==> src/rtl/mv_xbar_pkg.sv <==
// rtl/mv_xbar_pkg.sv - TL-UL types and host-tag helpers shared by the host arbiter.
package mv_xbar_pkg;

    localparam int TL_AW  = 32;
    localparam int TL_DW  = 32;
    localparam int TL_AIW = 8;
    localparam int TL_SZW = 2;
    localparam int TL_DBW = TL_DW / 8;

    typedef enum logic [2:0] {PutFullData = 3'h0, PutPartialData = 3'h1, Get = 3'h4} tl_a_op_e;
    typedef enum logic [2:0] {AccessAck = 3'h0, AccessAckData = 3'h1} tl_d_op_e;

    // Wide enough for the largest supported host count (8).
    typedef logic [2:0] host_idx_t;

    typedef struct packed {
        logic              a_valid;
        tl_a_op_e          a_opcode;
        logic [2:0]        a_param;
        logic [TL_SZW-1:0] a_size;
        logic [TL_AIW-1:0] a_source;
        logic [TL_AW-1:0]  a_address;
        logic [TL_DBW-1:0] a_mask;
        logic [TL_DW-1:0]  a_data;
        logic              d_ready;
    } tl_h2d_t;

    typedef struct packed {
        logic              d_valid;
        tl_d_op_e          d_opcode;
        logic [2:0]        d_param;
        logic [TL_SZW-1:0] d_size;
        logic [TL_AIW-1:0] d_source;
        logic              d_sink;
        logic [TL_DW-1:0]  d_data;
        logic              d_error;
        logic              a_ready;
    } tl_d2h_t;

    function automatic int host_id_w(input int n);
        return (n > 1) ? $clog2(n) : 1;
    endfunction

    function automatic int cnt_w(input int m);
        return $clog2(m + 1);
    endfunction

    // Host index occupies the top w bits of the source id.
    function automatic logic [TL_AIW-1:0] tag_source(input logic [TL_AIW-1:0] src,
                                                     input host_idx_t idx, input int w);
        logic [TL_AIW-1:0] keep;
        keep = {TL_AIW{1'b1}} >> w;
        return (src & keep) | ({{(TL_AIW-3){1'b0}}, idx} << (TL_AIW - w));
    endfunction

    function automatic logic [TL_AIW-1:0] untag_source(input logic [TL_AIW-1:0] src, input int w);
        return src & ({TL_AIW{1'b1}} >> w);
    endfunction

endpackage

==> src/rtl/mv_rr_arb.sv <==
// rtl/mv_rr_arb.sv - Round-robin request arbiter with an external grant lock.
module mv_rr_arb
    import mv_xbar_pkg::*;
#(
    parameter int NumHosts = 2
) (
    input  logic                clk_i,
    input  logic                rst_ni,
    input  logic [NumHosts-1:0] req,
    input  logic                lock,
    input  host_idx_t           locked_idx,
    input  logic                advance,
    output logic                gnt_valid,
    output host_idx_t           gnt_idx,
    output logic [NumHosts-1:0] gnt_onehot
);

    host_idx_t           ptr_q;
    logic [NumHosts-1:0] req_rot;
    int unsigned         cand;

    // Scan from the highest offset down so the lowest offset after the pointer wins.
    always_comb begin
        req_rot   = NumHosts'({req, req} >> ptr_q);
        gnt_valid = 1'b0;
        gnt_idx   = '0;
        cand      = 0;
        if (lock) begin
            gnt_valid = 1'b1;
            gnt_idx   = locked_idx;
        end else begin
            for (int off = NumHosts - 1; off >= 0; off--) begin
                if (req_rot[off]) begin
                    cand = int'(ptr_q) + off;
                    if (cand >= NumHosts) cand = cand - NumHosts;
                    gnt_valid = 1'b1;
                    gnt_idx   = host_idx_t'(cand);
                end
            end
        end
        for (int i = 0; i < NumHosts; i++) begin
            gnt_onehot[i] = gnt_valid && (gnt_idx == host_idx_t'(i));
        end
    end

    always_ff @(posedge clk_i or negedge rst_ni) begin
        if (!rst_ni) begin
            ptr_q <= '0;
        end else if (advance) begin
            ptr_q <= (gnt_idx == host_idx_t'(NumHosts - 1)) ? '0 : gnt_idx + 3'd1;
        end
    end

endmodule

==> src/rtl/tlul_host_arbiter.sv <==
// rtl/tlul_host_arbiter.sv - N-host to 1-device TL-UL arbiter with source tagging and per-host limits.
module tlul_host_arbiter
    import mv_xbar_pkg::*;
#(
    parameter int  NumHosts       = 2,
    parameter int  MaxOutstanding = 2,
    localparam int HostIdW        = host_id_w(NumHosts),
    localparam int CntW           = cnt_w(MaxOutstanding)
) (
    input  logic            clk_i,
    input  logic            rst_ni,
    input  tl_h2d_t         tl_h_i [NumHosts],
    output tl_d2h_t         tl_h_o [NumHosts],
    output tl_h2d_t         tl_d_o,
    input  tl_d2h_t         tl_d_i,
    output logic            bad_rsp_o,
    output logic [CntW-1:0] outstanding_o [NumHosts]
);

    logic [NumHosts-1:0] eligible, gnt_onehot, inc, dec;
    logic                gnt_valid, lock_q, a_hs, d_hs, tag_ok;
    host_idx_t           gnt_idx, locked_idx_q, rsp_idx;
    logic [CntW-1:0]     cnt_q [NumHosts];

    always_comb begin
        for (int i = 0; i < NumHosts; i++) begin
            eligible[i] = tl_h_i[i].a_valid && (cnt_q[i] < CntW'(MaxOutstanding));
        end
    end

    mv_rr_arb #(.NumHosts(NumHosts)) u_arb (
        .clk_i      (clk_i),
        .rst_ni     (rst_ni),
        .req        (eligible),
        .lock       (lock_q),
        .locked_idx (locked_idx_q),
        .advance    (a_hs),
        .gnt_valid  (gnt_valid),
        .gnt_idx    (gnt_idx),
        .gnt_onehot (gnt_onehot)
    );

    assign rsp_idx   = host_idx_t'(tl_d_i.d_source[TL_AIW-1 -: HostIdW]);
    assign tag_ok    = {1'b0, rsp_idx} < 4'(NumHosts);
    assign a_hs      = tl_d_o.a_valid && tl_d_i.a_ready;
    assign d_hs      = tl_d_i.d_valid && tl_d_o.d_ready && tag_ok;
    assign bad_rsp_o = rst_ni && tl_d_i.d_valid && !tag_ok;

    // Responses with an unknown tag are accepted and dropped so the device never stalls on them.
    always_comb begin
        tl_d_o = '0;
        for (int i = 0; i < NumHosts; i++) begin
            if (gnt_onehot[i]) begin
                tl_d_o          = tl_h_i[i];
                tl_d_o.a_source = tag_source(tl_h_i[i].a_source, host_idx_t'(i), HostIdW);
            end
        end
        tl_d_o.a_valid = rst_ni && gnt_valid && tl_d_o.a_valid;
        tl_d_o.d_ready = !tag_ok;
        for (int i = 0; i < NumHosts; i++) begin
            if (tag_ok && rsp_idx == host_idx_t'(i)) tl_d_o.d_ready = tl_h_i[i].d_ready;
        end
    end

    always_comb begin
        for (int i = 0; i < NumHosts; i++) begin
            tl_h_o[i]          = tl_d_i;
            tl_h_o[i].d_source = untag_source(tl_d_i.d_source, HostIdW);
            tl_h_o[i].d_valid  = rst_ni && tl_d_i.d_valid && tag_ok && (rsp_idx == host_idx_t'(i));
            tl_h_o[i].a_ready  = rst_ni && gnt_onehot[i] && tl_d_i.a_ready;
            inc[i]             = a_hs && gnt_onehot[i];
            dec[i]             = d_hs && (rsp_idx == host_idx_t'(i));
            outstanding_o[i]   = cnt_q[i];
        end
    end

    always_ff @(posedge clk_i or negedge rst_ni) begin
        if (!rst_ni) begin
            lock_q       <= 1'b0;
            locked_idx_q <= '0;
        end else begin
            lock_q       <= tl_d_o.a_valid && !tl_d_i.a_ready;
            locked_idx_q <= gnt_idx;
        end
    end

    always_ff @(posedge clk_i or negedge rst_ni) begin
        if (!rst_ni) begin
            for (int i = 0; i < NumHosts; i++) cnt_q[i] <= '0;
        end else begin
            for (int i = 0; i < NumHosts; i++) begin
                if (inc[i] && !dec[i]) begin
                    cnt_q[i] <= cnt_q[i] + CntW'(1);
                end else if (dec[i] && !inc[i] && cnt_q[i] != '0) begin
                    cnt_q[i] <= cnt_q[i] - CntW'(1);
                end
            end
        end
    end

    for (genvar gi = 0; gi < NumHosts; gi++) begin : g_sva
        a_src_clean: assert property (@(posedge clk_i) disable iff (!rst_ni)
            tl_h_i[gi].a_valid |-> tl_h_i[gi].a_source[TL_AIW-1 -: HostIdW] == '0);
        no_underflow: assert property (@(posedge clk_i) disable iff (!rst_ni)
            (dec[gi] && !inc[gi]) |-> cnt_q[gi] != '0);
    end

endmodule

==> config.mk <==
export PLATFORM = sky130hd
export DESIGN_NAME = tlul_host_arbiter
export DESIGN_NICKNAME = d
export VERILOG_FILES = /design/src/rtl/mv_xbar_pkg.sv /design/src/rtl/mv_rr_arb.sv /design/src/rtl/tlul_host_arbiter.sv
export SDC_FILE = /design/constraint.sdc
export NUM_CORES = 1
export LEC_CHECK = 0
export CELL_PAD_IN_SITES_DETAIL_PLACEMENT = 0
export CELL_PAD_IN_SITES_GLOBAL_PLACEMENT = 1
export CORE_AREA = 5 5 160 162
export CTS_BUF_LIST = sky130_fd_sc_hd__clkbuf_8
export DETAILED_ROUTE_END_ITERATION = 6
export DIE_AREA = 0 0 165 167
export GPL_TIMING_DRIVEN = 0
export MAX_ROUTING_LAYER = met4
export PLACE_DENSITY = 0.81
export SYNTH_ARGS = -nofsm -noshare
export SYNTH_HDL_FRONTEND = slang
export SYNTH_SLANG_ARGS = --single-unit
==> constraint.sdc <==
create_clock -name clk_i -period 4.4 [get_ports clk_i]
set_input_delay 0.66 -clock clk_i [delete_from_list [all_inputs] [get_ports clk_i]]
set_output_delay 0.66 -clock clk_i [all_outputs]
set_load 0.02 [all_outputs]
==> metrics.csv, run 1 <==
stage;metric;value;unit
outcome;status;finished clean;
power;Psw;1.744;mW
critical_path;Critical Path Start Type;primary input;
yosys;register area share after synthesis;0.09986;
timing;Final Hold Viols;0;
yosys;Yosys cell types;48;
yosys;Post-Syn Area;2756;µm²
route;final wirelength;17540;µm
critical_path;maximum fanout along the worst path;10;
finish;fin area;6882;µm²
yosys;top-area cell type share of the netlist area;0.2751;
timing;Tcrit/Tclk final;0.9729;
timing;post-route minimum period;4281;ps
timing;relative slew slack;0.5036;
yosys;post-synthesis area per instance;5.779;µm²
power;Combinational Power Share;0.916;
timing;Hold Slack;496.5;ps
clock_tree;CTS buffer count;3;
route;Via Count;4411;
yosys;YS warnings;0;
floorplanning;Starting Density;0.1150;
power;Worst VDD drop;0.2610;mV
finish;Core Util, Final;0.2872;
placed_design;Placement Cell Area;6833;µm²
yosys;top post-synthesis cells by area;buf_4 (28%), nand2_1 (24%), a21oi_1 (16%);
yosys;Main synth FF type;dfrtp_1;
route;drt initial violations;135;
critical_path;Worst EP required;3740;ps
power;Int Power;1.501;mW
route;1st-pass router iterations;5;
floorplanning;Std-Cell Core Area;23960;µm²
power;Clock power frac;0.032;
route;DRC Markers;0;
power;Sw Share;0.5375;
power;Seq pwr share;0.052;
finish;Antenna Cells;0;
critical_path;Worst Path Arrival;3620;ps
clock_tree;root buf cell;clkbuf_8;
timing;Slew @ Worst Pin;742.2;ps
placed_design;placed insts;1169;
power;PwrDens;471.5;nW/µm²
timing;fin. max-slew vios;0;
finish;layout cells sized above 1;0.1472;
finish;Layout Cells excl Fill;1173;
global_route;initial antenna violation count;0;
finish;nets;1078;
floorplanning;DIE HEIGHT;167;µm
power;leak pwr;2.832;nW
timing;RSZ-0062 raised after global routing;yes;
clock_tree;clk buf depth;2;
route;wire length per cell;14.96;µm
placed_design;DPL Wire Length;15360;µm
floorplanning;die area;27560;µm²
timing;final setup fails;0;
yosys;most frequent cells after synthesis;nand2_1 (179), buf_4 (101), a21oi_1 (87), clkbuf_1 (20), dfrtp_1 (11);
finish;Area Overhead vs Synth;149.7;%
clock_tree;H-tree depth;1;
min_path;Min-Delay Path Class;reg -> reg;
placed_design;Placer Congestion;0.8013;
placed_design;port buffer count;366;
yosys;Post-synth ARST share;1.000;
timing;Max Clock Freq;0.2336;GHz
floorplanning;# IOs;421;
yosys;FF+latch count, synth;11;
clock_tree;clock sink count;11;
yosys;count leader, synth;nand2_1;
clock_tree;clock latency on the worst-skew pair;240;ps
yosys;post-synth top area cell;buf_4;
global_route;gr usage total;0.1184;
floorplanning;site row count;57;
clock_tree;clock slew seen by the registers of the worst setup and hold paths;50;ps
global_route;grt ovf;0;
route;ANT nets after route;0;
clock_tree;CTS tree;done;
route;Via density;3.760;
floorplanning;Die W;165;µm
power;total power;3.245;mW
global_route;largest net degree at the start of global routing;18;
flow_run;Max Cap Violations;0;
critical_path;CP endpoint kind;output pin;
global_route;global-route wire length before repair;25150;µm
yosys;Post-Synthesis Cells;477;
yosys;EDFF count, synth;0;
timing;Setup Skew;0.4698;ps
global_route;number of global-route vias before repair;4702;
critical_path;WS Path Type;in -> out;
-- critical path, stage by stage --
cell,delay (ps)
clkdlybuf4s50_1,520
or3b_4,410
a221oi_2,280
and4_4,270
nor2_2,100
buf_2,280
buf_2,240
a21oi_1,200
clkdlybuf4s50_1,650
-- power by group through the flow --
| stage | clock network (mW) | registers, mW | logic, mW |
|---|---|---|---|
| 6_report | 0.104 | 0.168 | 2.97 |
| 5_1_grt | 0.107 | 0.174 | 3.19 |
| 4_1_cts | 0.105 | 0.167 | 3.02 |
| 3_5_place_dp | 0 | 0.169 | 3.01 |
| 3_3_place_gp | 0 | 0.167 | 3.02 |
| 2_1_floorplan | 0 | 0.171 | 1.51 |
-- logic make-up (layout without fill, tap and decap cells) --
kind of cell | count (synthesis) | count (layout) | synth area share
and+or+nand+nor | 219 | 219 | 0.3327
buffers and inverters | 133 | 503 | 0.3246
AOI/OAI and AO/OA | 106 | 106 | 0.2138
DFF | 11 | 11 | 0.09986
muxes | 4 | 4 | 0.01543
adders and majority gates | 2 | 2 | 0.009077
other | 1 | 3 | 0.001360
xor gates and xnor gates | 1 | 1 | 0.003178
-- per-layer routing --
| layer | wire [µm] | global-route usage |
|---|---|---|
| met2 | 9261 | 0.2278 |
| met3 | 1434 | 0.01631 |
| met1 | 6673 | 0.1286 |
| met4 | 175 | 0.02061 |
| met5 | 0 | - |
-- layout make-up --
| cell class | count | area [µm²] |
|---|---|---|
| Inverter | 3 | 11.26 |
| Buffer | 130 | 884.6 |
| Fill cell | 2677 | 17080 |
| Clock buffer | 3 | 41.29 |
| Multi-Input combinational cell | 335 | 1597 |
| Sequential cell | 11 | 275.3 |
| Tap cell | 324 | 405.4 |
| Timing Repair Buffer | 366 | 3664 |
| Clock inverter | 1 | 3.754 |
-- flip-flops by register name, summed over array words and instances, names as in the netlist --
signal,flops
outstanding_o,4
locked_idx_q,3
u_arb.ptr_q,3
lock_q,1
-- worst paths after layout --
check | startpoint | end | slack, ps | cells after the start
setup / recovery | tl_h_i[85] | tl_d_o[42] | 120 | 9
max in group asynchronous | rst_ni | u_arb.ptr_q[1] | 3080 | 1
hold reg to reg | locked_idx_q[2] | locked_idx_q[2] | 500 | 2
setup reg to reg | u_arb.ptr_q[1] | outstanding_o[0] | 1960 | 7
hold / removal | locked_idx_q[2] | locked_idx_q[2] | 500 | 2
min in group asynchronous | rst_ni | outstanding_o[0] | 860 | 1
-- stage by stage --
stage	setup slack, ps	TNS, ps
finish	119.2	0
global route	-34.09	-139.9
CTS	10.81	0
detailed placement	-0.9801	-0.9801
global placement	-40.45	-40.45
floorplan	1435	0
-- cells in the final DEF (no fill, tap or decap), drive strengths merged, types with 3 or more instances in the layout --
master,n
dfrtp,11
conb,3
nor2b,7
clkdlybuf4s50,366
a21oi,87
inv,4
and2,4
buf,111
nor2,8
nor3,5
clkbuf,22
nand2,179
o21ai,5
-- repair_timing --
| item | CTS | global route |
|---|---|---|
| setup endpoints to repair | 5 | 9 |
| resized for setup | 1 | 3 |
| setup buffers | 0 | 0 |
| hold buffers | 0 | 0 |
Power figures use the tool's default switching activity.
==> run 2, diff against run 1 <==
--- a/config.mk
+++ b/config.mk
@@ -5,15 +5,16 @@
 export SDC_FILE = /design/constraint.sdc
 export NUM_CORES = 1
 export LEC_CHECK = 0
+export ABC_CLOCK_PERIOD_IN_PS = 4400
 export CELL_PAD_IN_SITES_DETAIL_PLACEMENT = 0
 export CELL_PAD_IN_SITES_GLOBAL_PLACEMENT = 1
-export CORE_AREA = 5 5 160 162
+export CORE_AREA = 3 3 162 164
 export CTS_BUF_LIST = sky130_fd_sc_hd__clkbuf_8
 export DETAILED_ROUTE_END_ITERATION = 6
 export DIE_AREA = 0 0 165 167
 export GPL_TIMING_DRIVEN = 0
 export MAX_ROUTING_LAYER = met4
-export PLACE_DENSITY = 0.81
+export PLACE_DENSITY = 0.78
 export SYNTH_ARGS = -nofsm -noshare
 export SYNTH_HDL_FRONTEND = slang
 export SYNTH_SLANG_ARGS = --single-unit
==> run 2 against run 1 <==
  * Cell area grew 0.18%
  * Largest cell class unchanged
  * Die area is the same
  * Non-clock buffer count is the same
  * Wire length shrank 5.8%
  * Largest power group unchanged
==> metrics.csv, run 2 (synthesis results as in run 1) <==
stage;metric;value;unit;change
outcome;status;finished clean;;
timing;Max Clock Freq;0.2384;GHz;+2.1%
power;PwrDens;471.4;nW/µm²;about the same
critical_path;CP endpoint kind;output pin;;
global_route;largest net degree at the start of global routing;18;;unchanged
timing;final setup fails;0;;unchanged
floorplanning;DIE HEIGHT;167;µm;unchanged
clock_tree;CTS tree;done;;
clock_tree;clk buf depth;2;;unchanged
route;1st-pass router iterations;5;;unchanged
timing;post-route minimum period;4194;ps;-87.01 ps
critical_path;worst path bufs/invs;4;;unchanged
finish;FF+latch area;275.3;µm²;unchanged
timing;Final WS setup;206.2;ps;+87.01 ps
timing;RSZ-0062 raised after global routing;no;;
timing;Final Hold Viols;0;;unchanged
placed_design;Placer Congestion;0.7520;;-6.2%
clock_tree;PostCTS Resize Cnt;3;;+2
clock_tree;# hold bufs at CTS;0;;unchanged
clock_tree;root buf cell;clkbuf_8;;
critical_path;Worst R2R Path Depth;7;;unchanged
power;total power;3.250;mW;+0.16%
route;Via Count;4382;;-0.66%
critical_path;WS Path Type;in -> out;;
critical_path;Crit path largest cell delay;650;ps;about the same
critical_path;critical path's top delay family;buffers and inverters;;
power;Worst VDD drop;0.3941;mV;+51%
timing;Tcrit/Tclk final;0.9531;;-0.01978
floorplanning;site row count;58;;+1.8%
timing;Slew @ Worst Pin;791.9;ps;+49.62 ps
finish;most common cell after layout, fill and taps aside;clkdlybuf4s50_1;;
power;leak pwr;2.852;nW;+0.71%
global_route;grt ovf;0;;unchanged
critical_path;Worst Path Arrival;3530;ps;-90 ps
critical_path;Worst EP required;3740;ps;about the same
clock_tree;clock sink count;11;;unchanged
finish;Area Overhead vs Synth;150.1;%;
floorplanning;Std-Cell Core Area;25040;µm²;+4.5%
clock_tree;clock slew seen by the registers of the worst setup and hold paths;50;ps;about the same
route;Via density;3.717;;-1.2%
global_route;gr usage total;0.1105;;-0.007968
global_route;global-route wire length before repair;23460;µm;-6.7%
critical_path;crit-path cells;clkdlybuf4s50_1 > or3b_4 > a221oi_2 > and4_4 > nor2_2 > buf_2 > buf_2 > a21oi_1 > clkdlybuf4s50_1;;
clock_tree;CTS buffer count;3;;unchanged
global_route;number of global-route vias before repair;4451;;-5.3%
finish;fin area;6894;µm²;+0.18%
route;wire length per cell;14.02;µm;-6.3%
route;ANT nets after route;0;;unchanged
finish;commonest non-fill, non-tap cells in the layout;clkdlybuf4s50_1 (365), nand2_1 (179), buf_4 (101);;
timing;fin. max-slew vios;0;;unchanged
floorplanning;Die W;165;µm;unchanged
route;final wirelength;16530;µm;-5.8%
finish;nets;1078;;unchanged
clock_tree;post-CTS setup buffer count;0;;unchanged
flow_run;Max Cap Violations;0;;unchanged
critical_path;slowest library cell on the worst path;clkdlybuf4s50_1;;
placed_design;port buffer count;366;;unchanged
placed_design;pre-CTS setup slack;-79.72;ps;-78.74 ps
clock_tree;clock latency on the worst-skew pair;240;ps;about the same
global_route;initial antenna violation count;0;;unchanged
min_path;Hold Path Stages;2;;unchanged
floorplanning;Starting Density;0.1101;;-0.004932
route;DRC Markers;0;;unchanged
critical_path;Critical Path Start Type;primary input;;
finish;Antenna Cells;0;;unchanged
placed_design;DPL Wire Length;14320;µm;-6.8%
timing;relative slew slack;0.4721;;-0.03153
critical_path;Crit path depth;9;;unchanged
finish;Fill cells;2692;;+0.56%
route;drt initial violations;163;;+21%
floorplanning;die area;27560;µm²;unchanged
floorplanning;# IOs;421;;unchanged
critical_path;maximum fanout along the worst path;10;;unchanged
clock_tree;H-tree depth;1;;unchanged
finish;layout cells sized above 1;0.1496;;+0.002356
finish;max reg flops;4;;unchanged
min_path;Min-Delay Path Class;reg -> reg;;
timing;Setup Skew;1.155;ps;+0.6849 ps
finish;area occupied by multi-input gates;1597;µm²;unchanged
placed_design;Placement Cell Area;6840;µm²;+0.11%
[run 2: cell types whose count changed in the layout (fill, tap and decap cells not counted), sizes merged]
cell and change:
clkdlybuf4s50 -1, dlymetal6s2s +1
[run 2: report_power, final]
group | leakage [nW] | switching (mW) | internal (mW)
Sequential | 0.145 | 0.0381 | 0.129
Clock | 0.0269 | 0.0401 | 0.0615
Combinational | 2.68 | 1.67 | 1.31
Total | 2.85 | 1.75 | 1.50
[run 2: layout make-up]
cell class / count / area share
inverter: 3 / 0.001633
buffer: 130 / 0.1287
multi-input combinational: 335 / 0.2316
clock buffer: 3 / 0.005989
clock inverter: 1 / 0.0005445
tap: 330 / 0.05989
sequential: 11 / 0.03993
timing repair buffer: 366 / 0.5318
[run 2: worst min-delay path: cells and delay by family, from the launching register on]
| family | cells | cell delay [ps] |
|---|---|---|
| compound gates | 1 | 60 |
| flops | 1 | 340 |
| simple gates | 1 | 50 |
[run 2: metrics by stage]
stage               utilization  cells  setup TNS, ps  hold slack [ps]
global placement         0.2732   1175         -292.7            485.4
global route             0.2754   1179              0            526.2
finish                   0.2754   1179              0            487.8
CTS                      0.2752   1179              0            490.5
detailed placement       0.2732   1175         -247.8            477.4
floorplan                     -    479              0            364.4
[run 2: worst paths after layout]
| kind | start | to | slack (ps) |
|---|---|---|---|
| min in group asynchronous | rst_ni | lock_q | 840 |
| worst min-delay path | locked_idx_q[2] | locked_idx_q[2] | 490 |
| worst min register to register | locked_idx_q[2] | locked_idx_q[2] | 490 |
| worst max-delay path | tl_h_i[85] | tl_d_o[13] | 210 |
| max in group asynchronous | rst_ni | outstanding_o[1] | 3130 |
| worst max register to register | u_arb.ptr_q[1] | outstanding_o[0] | 1920 |
[run 2: per-layer routing]
metal	part of all wire	GRT usage	vias up
li1	-	-	2192
met1	0.38	0.1243	1933
met2	0.53	0.2122	251
met3	0.080	0.01269	6
met4	0.0054	0.01204	0
met5	0	-	-
==> run 3, diff against run 2 <==
--- a/config.mk
+++ b/config.mk
@@ -14,7 +14,7 @@
 export DIE_AREA = 0 0 165 167
 export GPL_TIMING_DRIVEN = 0
 export MAX_ROUTING_LAYER = met4
-export PLACE_DENSITY = 0.78
+export PLACE_DENSITY_LB_ADDON = 0.2
 export SYNTH_ARGS = -nofsm -noshare
 export SYNTH_HDL_FRONTEND = slang
 export SYNTH_SLANG_ARGS = --single-unit
==> constraint.sdc (replaced) <==
create_clock -name clk_i -period 4.4 [get_ports clk_i]
set_input_delay 0.66 -clock clk_i [delete_from_list [all_inputs] [get_ports clk_i]]
set_output_delay 0.66 -clock clk_i [all_outputs]
set_load 0.005 [all_outputs]
==> run 3 against run 2 <==
  * Flip-flop and latch count unchanged
  * Cell area about the same
  * Hold slack improved by 1.6 ps
  * Critical path type unchanged
  * Critical endpoint is now tl_d_o[37]
  * Largest cell class unchanged
==> metrics.csv, run 3 (synthesis results as in run 1) <==
stage;metric;value;unit;change
clock_tree;clock slew seen by the registers of the worst setup and hold paths;50;ps;about the same
critical_path;slowest library cell on the worst path;clkdlybuf4s50_1;;
route;ANT nets after route;0;;unchanged
power;total power;2.682;mW;-17%
floorplanning;Starting Density;0.1101;;unchanged
global_route;initial antenna violation count;0;;unchanged
clock_tree;H-tree depth;1;;unchanged
floorplanning;DIE HEIGHT;167;µm;unchanged
critical_path;WS Path Type;in -> out;;
finish;Antenna Cells;0;;unchanged
clock_tree;clock latency on the worst-skew pair;240;ps;about the same
critical_path;maximum fanout along the worst path;10;;unchanged
timing;RSZ-0062 raised after global routing;no;;
outcome;status;finished clean;;
floorplanning;site row count;58;;unchanged
timing;final setup fails;0;;unchanged
placed_design;pre-CTS setup slack;146.1;ps;+225.8 ps
finish;commonest non-fill, non-tap cells in the layout;clkdlybuf4s50_1 (366), nand2_1 (179), buf_4 (101);;
route;DRC Markers;0;;unchanged
global_route;grt ovf;0;;unchanged
critical_path;crit-path cells;clkdlybuf4s50_1 > or3b_4 > a221oi_2 > and4_4 > nor2_2 > buf_2 > buf_2 > a21oi_1 > clkdlybuf4s50_1;;
timing;Setup Skew;2.352;ps;+1.197 ps
critical_path;worst path bufs/invs;4;;unchanged
finish;Fill cells;2763;;+2.6%
route;Via Count;4306;;-1.7%
clock_tree;CTS buffer count;3;;unchanged
placed_design;Placer Congestion;0.7597;;+1.0%
global_route;met1 usage;0.1379;;+0.01354
floorplanning;# IOs;421;;unchanged
timing;relative slew slack;0.5045;;+0.03242
finish;Area Overhead vs Synth;150.1;%;about the same
global_route;global-route wire length before repair;25210;µm;+7.5%
clock_tree;PostCTS Resize Cnt;0;;-3
floorplanning;die area;27560;µm²;unchanged
critical_path;Crit path largest cell delay;570;ps;-80 ps
critical_path;Crit path depth;9;;unchanged
critical_path;Worst EP required;3740;ps;about the same
floorplanning;Std-Cell Core Area;25040;µm²;unchanged
critical_path;Critical Path Start Type;primary input;;
timing;Final Hold Viols;0;;unchanged
timing;Final WS setup;295.1;ps;+88.89 ps
route;1st-pass router iterations;4;;-1
clock_tree;clock sink count;11;;unchanged
clock_tree;# hold bufs at CTS;0;;unchanged
critical_path;Worst Path Arrival;3440;ps;-90 ps
critical_path;CP Capture Point;tl_d_o[37];;
clock_tree;CTS tree;done;;
route;Via density;3.652;;-1.7%
clock_tree;root buf cell;clkbuf_8;;
route;drt initial violations;169;;+3.7%
min_path;Min-Delay Path Class;reg -> reg;;
critical_path;Worst R2R Path Depth;6;;-1
critical_path;Reg-to-Reg End;outstanding_o[0];;
critical_path;beginning of the critical path;tl_h_i[85];;
timing;post-route minimum period;4105;ps;-88.89 ps
floorplanning;Die W;165;µm;unchanged
power;leak pwr;2.840;nW;-0.41%
global_route;largest net degree at the start of global routing;18;;unchanged
power;PwrDens;389.1;nW/µm²;-17%
global_route;met2 Use GR;0.2245;;+0.01230
finish;max reg flops;4;;unchanged
route;wire length per cell;14.93;µm;+6.5%
finish;layout cells sized above 1;0.1508;;+0.001178
global_route;number of global-route vias before repair;4466;;+0.34%
timing;Slew @ Worst Pin;740.9;ps;-50.96 ps
timing;Max Clock Freq;0.2436;GHz;+2.2%
global_route;Global Route met3 Usage;0.02289;;+0.01020
finish;nets;1078;;unchanged
global_route;gr busiest metal;met2;;
power;Worst VDD drop;0.1997;mV;-49%
timing;fin. max-slew vios;0;;unchanged
clock_tree;clk buf depth;2;;unchanged
timing;Tcrit/Tclk final;0.9329;;-0.02020
placed_design;port buffer count;366;;unchanged
finish;most common cell after layout, fill and taps aside;clkdlybuf4s50_1;;
global_route;gr usage total;0.1207;;+0.01020
flow_run;Max Cap Violations;0;;unchanged
timing;setup TNS;0;ps;unchanged
route;final wirelength;17600;µm;+6.5%
clock_tree;post-CTS setup buffer count;0;;unchanged
placed_design;DPL Wire Length;15170;µm;+6.0%
critical_path;CP endpoint kind;output pin;;
critical_path;critical path's top delay family;buffers and inverters;;
critical_path;worst r2r src;u_arb.ptr_q[0];;
critical_path;Reg2Reg Setup Slack;1920;ps;about the same
[run 3: changes by cell type in the layout (fill, tap and decap cells not counted), sizes merged]
cell / previous run / this run
buf: 111 / 110
clkbuf: 22 / 23
clkdlybuf4s50: 365 / 366
dlymetal6s2s: 1 / 0
[run 3: worst reg2reg max path: cells and delay by family, from the launching register on]
kind                       cells  cell delay, ps
adders and majority gates      1             380
and+or+nand+nor                2             700
DFF                            1             470
AOI/OAI and AO/OA              1             490
muxes                          2             330
[run 3: worst min path at each step]
stage / from / to / slack (ps) / cells past startpoint
after floorplan: rst_ni / lock_q / 360 / 0
after detailed placement: locked_idx_q[2] / locked_idx_q[2] / 480 / 2
after global routing: locked_idx_q[1] / locked_idx_q[1] / 510 / 2
final: locked_idx_q[1] / locked_idx_q[1] / 490 / 2
after global placement: locked_idx_q[1] / locked_idx_q[1] / 480 / 2
after CTS: locked_idx_q[2] / locked_idx_q[2] / 490 / 2
[run 3: area by class of cell]
cell class | instances | area (µm²) | share of cell area
flip-flops and latches | 11 | 275.3 | 0.03993
repair buffers | 366 | 3664 | 0.5315
inverters | 3 | 11.26 | 0.001634
well taps | 330 | 412.9 | 0.05990
clock buffers | 3 | 41.29 | 0.005990
plain buffers | 130 | 888.4 | 0.1289
clock inverters | 1 | 3.754 | 0.0005446
multi-input cells | 335 | 1597 | 0.2316
[run 3: per-layer routing]
metal | routed length, µm | vias to the layer above
met1 | 6827 | 1873
met3 | 1537 | 4
met5 | 0 | -
met4 | 48 | 0
met2 | 9191 | 237
li1 | - | 2192
[run 3: per-stage QoR]
step | instances | utilization | hold slack (ps) | cell area (µm²)
6_report | 1179 | 0.2753 | 489.3 | 6893
5_1_grt | 1179 | 0.2753 | 508.8 | 6893
4_1_cts | 1179 | 0.2750 | 494.9 | 6885
3_5_place_dp | 1175 | 0.2732 | 481.2 | 6840
3_3_place_gp | 1175 | 0.2732 | 477.2 | 6840
2_1_floorplan | 479 | - | 364.4 | 2764
[run 3: where the power goes]
part           internal [mW]  switching, mW  total [mW]  leakage, nW
clock                 0.0614         0.0398       0.101       0.0269
sequential             0.129         0.0411       0.170        0.145
combinational           1.31           1.10        2.41         2.67
total                   1.50           1.19        2.68         2.84
==> patch (config.mk and constraints of run 2) <==
Reset style: synchronous (`rst_ni`), changed in 3 clocked blocks.
--- a/src/rtl/mv_rr_arb.sv
+++ b/src/rtl/mv_rr_arb.sv
@@ -43,7 +43,7 @@
         end
     end
 
-    always_ff @(posedge clk_i or negedge rst_ni) begin
+    always_ff @(posedge clk_i) begin
         if (!rst_ni) begin
             ptr_q <= '0;
         end else if (advance) begin
--- a/src/rtl/tlul_host_arbiter.sv
+++ b/src/rtl/tlul_host_arbiter.sv
@@ -74,7 +74,7 @@
         end
     end
 
-    always_ff @(posedge clk_i or negedge rst_ni) begin
+    always_ff @(posedge clk_i) begin
         if (!rst_ni) begin
             lock_q       <= 1'b0;
             locked_idx_q <= '0;
@@ -84,7 +84,7 @@
         end
     end
 
-    always_ff @(posedge clk_i or negedge rst_ni) begin
+    always_ff @(posedge clk_i) begin
         if (!rst_ni) begin
             for (int i = 0; i < NumHosts; i++) cnt_q[i] <= '0;
         end else begin
Formal check against the unedited RTL: differs if rst_ni is asserted again (counterexample within 4 cycles, from zero or initial values and one cycle with rst_ni low); with rst_ni held inactive, the same outputs for 4 cycles.
==> patch against run 2 <==
Non-clock buffer count is 2 higher. Worst hold slack gained 0.074 ns. Count of clock-buffer cells in the layout unchanged. Via count rose by 3.3%. Area after synthesis up 3.1%. Register-to-register slack lost 0.26 ns. Routed wire length is 6.0% higher. Largest cell class unchanged. Sequential cell count did not move. Worst setup slack worse by 0.071 ns. Design area rose by 1.7%.
Power is not compared: it rests on default switching activity, and its combinational part moved more than twofold at a synthesized area within 25%.
==> patch: results (changes against run 2) <==
Critical path
  • Worst Setup EP: tl_d_o[28]
  • Crit path DAT: 3.60 ns (+0.07 ns)
  • RR Startpoint: u_arb.ptr_q[0]
  • R2R cell count: 9 (+2)
  • R2r setup slk: 1.66 ns (-0.26 ns)
  • R2r endpoint: cnt_q[0][1]

Yosys
  • Mean Syn Cell Area: 5.775 sq um (about the same)
  • Largest cells by area after synthesis: buf_4 (27%), nand2_1 (24%), a21oi_1 (15%)
  • Mux cell area share after synthesis: 0.7486% (-0.79 points)
  • Adder-Cell Fraction of Synth Area: 2.642% (+1.7 points)
  • XOR/XNOR Fraction of Synth Area: 0.9247% (+0.61 points)
  • Register area share after synthesis: 9.159% (-0.83 points)
  • Async S/R FF share, synth: 0% (-100 points)
  • Unique masters post-synth: 46 (-4.2%)
  • Number of synthesized flops with an enable pin: 4 (+4)
  • Post-synth top flop: dfxtp_1
  • Post-synth top cells: nand2_1 (181), buf_4 (102), a21oi_1 (85)

Status
  • Status: complete, no violations

Place
  • Routability cong.: 0.7944 (+5.6%)
  • HPWL Detailed: 14790 um (+3.3%)
  • Post-place setup slack: -0.05158 ns (+0.02814 ns)
  • DP Area: 6925 sq um (+1.2%)

Finish
  • Final Non-Filler Cells: 1194 (+1.3%)
  • Fillers: 2725 (+1.2%)
  • Nets: 1097 (+1.8%)
  • Share of layout cells above drive strength 1: 15.74% (+0.78 points)

Global route
  • Initial antenna violation count: 0 (unchanged)
  • Largest net degree at the start of global routing: 11 (-7)
  • Met1 usage: 13.40% (+0.97 points)
  • Number of global-route vias before repair: 4519 (+1.5%)
  • Total track usage: 11.76% (+0.72 points)
  • First-pass GRT wire length: 24730 um (+5.4%)
  • Global routing usage on met2: 22.11% (+0.89 points)

Detailed routing
  • Vias per inst: 3.791 (+2.0%)
  • Iteration-0 DRC Markers: 203 (+25%)
  • WL met3: 1535 um (+16%)
  • WL met1: 6890 um (+8.5%)
  • Drt first pass iters: 4 (-1)
  • Routed met2 length: 8988 um (+2.6%)
  • DR WL/cell: 14.68 um (+4.7%)

Worst hold path
  • Worst Min Path Start: locked_idx_q[1]
  • End of the worst hold path: locked_idx_q[1]
  • Hold Path Class: reg2reg

Timing
  • Final Critical Period: 4.265 ns (+0.07097 ns)
  • Slew headroom: 52.83% (+5.6 points)
  • Final setup skew: 0.0004151 ns (-0.0007397 ns)
  • Hold WS: 0.5622 ns (+0.07448 ns)

Clock network
  • Clk slew on worst S/H paths: 0.05 ns (about the same)

Pwr
  • Total power: 0.001199 W
  • NetSw: 0.0005176 W
==> patch: cell types whose count changed after synthesis, sizes merged, moves of 4 or more <==
cell and change:
ha +4, dfxtp +7, buf +8, edfxtp +4, dfrtp -11, clkbuf -6
==> patch: final cells by class <==
| cell class | instances | area, sq um | share of cell area (%) |
|---|---|---|---|
| Clock buffer | 3 | 41.29 | 0.5890 |
| Timing Repair Buffer | 366 | 3669 | 52.33 |
| Buffer | 132 | 918.4 | 13.10 |
| Clock inverter | 1 | 3.754 | 0.05354 |
| Multi-Input combinational cell | 346 | 1685 | 24.04 |
| Inverter | 5 | 18.77 | 0.2677 |
| Tap cell | 330 | 412.9 | 5.890 |
| Sequential cell | 11 | 261.5 | 3.730 |
==> patch: logic make-up after synthesis <==
group                      count (synthesis)
and+or+nand+nor                          226
buffers and inverters                    137
xor gates and xnor gates                   3
other                                      1
AOI/OAI and AO/OA                        106
DFF                                       11
adders and majority gates                  6
muxes                                      2
